--- src/rtl/alu_sched.sv ---
// Time-shares one combinational ALU between two requesters with round-robin grant.
// Multi-bit SLL/SRL run as repeated 1-bit passes. Optional ALU_SCHED_STATS_EN adds completion counters.
module alu_sched #(
  parameter int WORD_W  = 32,
  parameter int SHAMT_W = 5
) (
  input  logic              CLK,
  input  logic              nRST,
  input  logic              req0_valid,
  output logic              req0_ready,
  input  logic [3:0]        req0_op,
  input  logic [WORD_W-1:0] req0_a,
  input  logic [WORD_W-1:0] req0_b,
  output logic              rsp0_valid,
  input  logic              rsp0_ready,
  output logic [WORD_W-1:0] rsp0_result,
  output logic [2:0]        rsp0_flags,
  input  logic              req1_valid,
  output logic              req1_ready,
  input  logic [3:0]        req1_op,
  input  logic [WORD_W-1:0] req1_a,
  input  logic [WORD_W-1:0] req1_b,
  output logic              rsp1_valid,
  input  logic              rsp1_ready,
  output logic [WORD_W-1:0] rsp1_result,
  output logic [2:0]        rsp1_flags,
  output logic [3:0]        alu_op,
  output logic [WORD_W-1:0] alu_a,
  output logic [WORD_W-1:0] alu_b,
  input  logic [WORD_W-1:0] alu_result,
  input  logic              alu_zero,
  input  logic              alu_neg,
  input  logic              alu_ovf,
  output logic              busy,
  output logic [1:0]        dbg_state
`ifdef ALU_SCHED_STATS_EN
  ,
  output logic [15:0]       done0_cnt,
  output logic [15:0]       done1_cnt
`endif
);

  typedef enum logic [1:0] {IDLE = 2'd0, EXEC = 2'd1, SHIFT = 2'd2, RESP = 2'd3} state_t;

  localparam logic [3:0]         ALU_SLL = 4'h0;
  localparam logic [3:0]         ALU_SRL = 4'h1;
  localparam logic [SHAMT_W-1:0] CNT_ONE = 1;

  // Handshake: a request transfers on a rising edge where reqN_valid && reqN_ready;
  // a response transfers where rspN_valid && rspN_ready. Requesters hold valid and
  // operands stable until accepted; the scheduler holds result/flags until consumed.

  state_t              state_q;
  logic                last_grant_q;
  logic                owner_q;
  logic [3:0]          op_q;
  logic [WORD_W-1:0]   a_q;
  logic [WORD_W-1:0]   b_q;
  logic [SHAMT_W-1:0]  cnt_q;
  logic [WORD_W-1:0]   res_q;
  logic [2:0]          flags_q;

  logic                grant0, grant1;
  logic                acc0, acc1;
  logic [3:0]          sel_op;
  logic [WORD_W-1:0]   sel_a, sel_b;
  logic                sel_shift;
  logic                rsp_hs;

  // A tie goes to whichever requester was not granted last time.
  always_comb begin
    grant0 = 1'b0;
    grant1 = 1'b0;
    if (req0_valid && req1_valid) begin
      grant0 = last_grant_q;
      grant1 = !last_grant_q;
    end else begin
      grant0 = req0_valid;
      grant1 = req1_valid;
    end
  end

  assign req0_ready = nRST && (state_q == IDLE) && grant0;
  assign req1_ready = nRST && (state_q == IDLE) && grant1;
  assign acc0       = req0_valid && req0_ready;
  assign acc1       = req1_valid && req1_ready;

  assign sel_op    = acc1 ? req1_op : req0_op;
  assign sel_a     = acc1 ? req1_a  : req0_a;
  assign sel_b     = acc1 ? req1_b  : req0_b;
  assign sel_shift = (sel_op == ALU_SLL) || (sel_op == ALU_SRL);

  assign rsp_hs = (state_q == RESP) && (owner_q ? rsp1_ready : rsp0_ready);

  always_ff @(posedge CLK) begin
    if (!nRST) begin
      state_q      <= IDLE;
      last_grant_q <= 1'b1;
      owner_q      <= 1'b0;
      op_q         <= '0;
      a_q          <= '0;
      b_q          <= '0;
      cnt_q        <= '0;
      res_q        <= '0;
      flags_q      <= '0;
    end else begin
      case (state_q)
        IDLE: begin
          if (acc0 || acc1) begin
            op_q         <= sel_op;
            a_q          <= sel_a;
            b_q          <= sel_b;
            cnt_q        <= sel_b[SHAMT_W-1:0];
            owner_q      <= acc1;
            last_grant_q <= acc1;
            state_q      <= sel_shift ? SHIFT : EXEC;
          end
        end
        EXEC: begin
          res_q   <= alu_result;
          flags_q <= {alu_ovf, alu_neg, alu_zero};
          state_q <= RESP;
        end
        SHIFT: begin
          // a_q doubles as the shift accumulator, one ALU pass per cycle.
          if (cnt_q != '0) begin
            a_q   <= alu_result;
            cnt_q <= cnt_q - CNT_ONE;
          end else begin
            res_q   <= a_q;
            flags_q <= {1'b0, a_q[WORD_W-1], (a_q == '0)};
            state_q <= RESP;
          end
        end
        RESP: begin
          if (rsp_hs) state_q <= IDLE;
        end
        default: state_q <= IDLE;
      endcase
    end
  end

  always_comb begin
    alu_op = 4'h0;
    alu_a  = '0;
    alu_b  = '0;
    if (state_q == EXEC) begin
      alu_op = op_q;
      alu_a  = a_q;
      alu_b  = b_q;
    end else if (state_q == SHIFT && cnt_q != '0) begin
      alu_op = op_q;
      alu_a  = a_q;
    end
  end

  assign rsp0_valid  = (state_q == RESP) && !owner_q;
  assign rsp1_valid  = (state_q == RESP) && owner_q;
  assign rsp0_result = res_q;
  assign rsp1_result = res_q;
  assign rsp0_flags  = flags_q;
  assign rsp1_flags  = flags_q;
  assign busy        = (state_q != IDLE);
  assign dbg_state   = state_q;

`ifdef ALU_SCHED_STATS_EN
  logic [15:0] done0_q, done1_q;

  always_ff @(posedge CLK) begin
    if (!nRST) begin
      done0_q <= '0;
      done1_q <= '0;
    end else if (rsp_hs) begin
      if (owner_q) done1_q <= done1_q + 16'd1;
      else         done0_q <= done0_q + 16'd1;
    end
  end

  assign done0_cnt = done0_q;
  assign done1_cnt = done1_q;
`endif

endmodule

--- config.mk ---
export PLATFORM = sky130hd
export DESIGN_NAME = alu_sched
export DESIGN_NICKNAME = d
export VERILOG_FILES = /design/src/rtl/alu_sched.sv
export SDC_FILE = /design/constraint.sdc
export NUM_CORES = 1
export LEC_CHECK = 0
export CAP_MARGIN = 20
export CORE_UTILIZATION = 40
export CTS_BUF_LIST = sky130_fd_sc_hd__clkbuf_2
export DETAILED_ROUTE_END_ITERATION = 10
export PLACE_DENSITY_LB_ADDON = 0.3
export SYNTH_ARGS = -nofsm -noshare
export SYNTH_HDL_FRONTEND = slang
export SYNTH_SLANG_ARGS = --single-unit
export TNS_END_PERCENT = 20
--- constraint.sdc ---
create_clock -name CLK -period 3.31 [get_ports CLK]
set_input_delay 0.993 -clock CLK [delete_from_list [all_inputs] [get_ports CLK]]
set_output_delay 0.993 -clock CLK [all_outputs]
set_load 0.02 [all_outputs]
==> qor.txt <==
Syn-to-layout area delta: 55.5%
Final Non-Filler Cells: 1,165
Primary FF master, synth: dfxtp_1
Vias in the first global route: 5,753
Hold Buf Count CTS: 0
Final Skew: 0.0311 ns
Top cell type's share of synthesized area: 36.6%
Min-delay worst type: flip-flop to flip-flop
Final critical-path required period: 3.40 ns
Clk root buf: clkbuf_2
Clk buf depth: 2
GPL Wtd Cong: 0.794
Crit-path max FO: 5
Met2 usage: 45.6%
Final ANT Viol Nets: 0
Post-Syn Instances: 696
Largest family of logic cells by synthesized area: compound AO/OA/AOI/OAI gates
Crit path launch: cnt_q[0]
Net Count, Synth: 879
Total CTS buffers: 9
Initial core utilization: 41.6%
Post-synth top area cell: dfxtp_1
Failing checks: negative setup slack
Nets: 1,159
PnR worst setup slack: -0.0891 ns
Mapped Area: 6130 um2
Hold Violations, Final: 0
Die Span X: 126 um
Final number of setup-violating endpoints: 17
First-pass GRT wire length: 31.2 mm
Layout cell share with drive strength beyond 1: 11.7%
Critical path class: flip-flop to primary output
Combinational power share: 62.0%
Synth top cells by count: 112 x dfxtp_1, 105 x mux2i_1, 73 x nor2_1
Critical hold path startpoint: b_q[6]
Drt total wl: 20.0 mm
Residual DRC: 0
Post-synthesis mux area share: 17.1%
Post-synth EDFFs: 0
Sw frac: 43.5%
R2R Path Start: dbg_state[1]
Ports: 322
Worst-path clk slew: 0.29 ns
Global routing met3 resource utilization: 7.39%
Net switching power: 3240 uW
Synth Area in Compound Gates: 18.2%
Top post-synthesis cells by area: dfxtp_1 37%, mux2i_1 17%, a211oi_1 8.4%
Placed Cells: 1,133
Core footprint: 14,800 um2
Run status: complete, but fails checks
Sequential-to-total area share from yosys stat: 36.6%
Total track usage: 25.2%
FFs w/ async S/R, synth: 0%
Final Cell Area: 9540 um2
Via count: 6,024
Seq cells post-synth: 112
Max cap viols: 0
Final Max Tran Viols: 0
Avg Inst Size Synth: 8.81 um2
Peak supply drop: 0.534 mV
Die area: 15,800 um2
Tcrit/Tclk final: 103%
Most numerous cell in the Yosys netlist: dfxtp_1
Simple-gate portion of the synthesized area: 17.8%
# rows: 44
Sequential share of power: 28.5%
Power Total: 7450 uW
Drt initial violations: 385
Leakage power: 0.00415 uW
GR peak layer: met2
Critical path capture point type: primary output
Adder-Cell Fraction of Synth Area: 1.22%
Warnings from Yosys: 0
Port buffer count: 321
Pre-Repair DR Iteration Count: 4
Distinct cells, synth: 44
Slew headroom: 33.8%
Pwr Density: 781 nW/um2
Routed length per placed instance: 17.2 um
Clock power share: 9.5%
Unrepaired setup endpoints after global routing: yes
Setup TNS: -0.541 ns
DP Area: 9280 um2
Max Freq: 294 MHz
GR Overflow Total: 0
CP startpoint kind: flip-flop
Initial antenna violation count: 1
Arr. time, crit path: 2.41 ns
Power Internal: 4210 uW
CTS tree: built
Slew @ Worst Pin: 0.992 ns
Clock latency on the worst-skew pair: 0.62 ns
CTS sink count: 112
H-tree depth: 3
Die height: 126 um
Largest net degree at the start of global routing: 91
Vias per inst: 5.17
Final HPWL DP: 14.7 mm
Critical Path RT: 2.32 ns
Met1 usage: 29.3%
XOR/XNOR share of the synthesized area: 0%
==> cell families after synthesis <==
logic type                 Yosys count
buffers and inverters               99
and+or+nand+nor                    217
AOI/OAI and AO/OA                  157
adders and majority gates            6
DFF                                112
muxes                              105
==> critical path, stage by stage, from the launching register on <==
cell and delay [ns]:
dfxtp_2 0.40, inv_2 0.07, ha_4 0.13, nor4b_4 0.24
nand2b_4 0.19, and2b_4 0.22, buf_16 0.13, buf_8 0.12
buf_6 0.11, nor2b_1 0.04, buf_4 0.16
==> cell type report <==
class,count,area (um2)
Fill cell,1266,5220
Timing Repair Buffer,358,3480
Multi-Input combinational cell,485,3410
Sequential cell,112,2250
Tap cell,184,230
Clock inverter,5,81.3
Clock buffer,10,50.0
Inverter,10,37.5
Antenna cell,1,2.50
==> through the flow <==
stage | hold WS [ns] | setup slack, ns | utilization, %
floorplan | 0.444 | 0.641 | -
global route | 0.534 | -0.253 | 64.6
global placement | 0.460 | -0.0470 | 62.9
detailed placement | 0.469 | -0.0586 | 62.9
finish | 0.513 | -0.0891 | 64.6
CTS | 0.516 | -0.110 | 64.3
==> per-layer routing <==
metal  up-vias  share of wire (%)
met2       244                 51
met5         -                  0
met3        17                7.9
li1       3009                  -
met1      2754                 40
met4         0                1.6
==> repair_timing <==
item,in CTS,in global routing
endpoints found under the setup margin,71,38
pin swaps,0,1
hold endpoints to repair,0,0
gates resized for setup,207,30
buffers inserted,11,4
gates cloned,1,0
==> cell usage in the layout (no fill, tap or decap), types with 7 or more instances in the layout <==
master | netlist | final
nand2_1 | 44 | 43
buf_2 | 28 | 15
dlygate4sd2_1 | 0 | 33
nor2b_1 | 37 | 32
mux2i_1 | 105 | 105
dfxtp_1 | 112 | 108
buf_4 | 39 | 40
a22o_1 | 33 | 33
and2_1 | 33 | 33
a211oi_1 | 69 | 69
nor2_1 | 73 | 73
clkbuf_2 | 0 | 10
clkdlybuf4s50_1 | 0 | 251
o21ai_0 | 38 | 38
buf_6 | 1 | 8
buf_12 | 0 | 7
==> power by group through the flow <==
stage / Combinational [uW] / Sequential (uW) / Clock [uW]
2_1_floorplan: 2600 / 2260 / 0
3_3_place_gp: 4190 / 2140 / 0
3_5_place_dp: 4230 / 2150 / 0
4_1_cts: 4550 / 2130 / 735
5_1_grt: 4960 / 2190 / 786
6_report: 4610 / 2120 / 710
==> sequential cells by signal (all words and copies together), names as in the netlist <==
| register | cells |
|---|---|
| b_q | 32 |
| cnt_q | 5 |
| rsp0_flags | 3 |
| owner_q | 1 |
| rsp0_result | 32 |
| a_q | 32 |
| dbg_state | 2 |
| op_q | 4 |
| last_grant_q | 1 |
==> final timing paths <==
path / endpoint / slack (ns) / cells past startpoint
worst min register to register: b_q[6] / 0.51 / 2
worst min-delay path: b_q[6] / 0.51 / 2
worst max-delay path: alu_a[13] / -0.09 / 10
worst max register to register: dbg_state[1] / 0.89 / 8
Note: power is estimated with default switching activity, not from simulation.
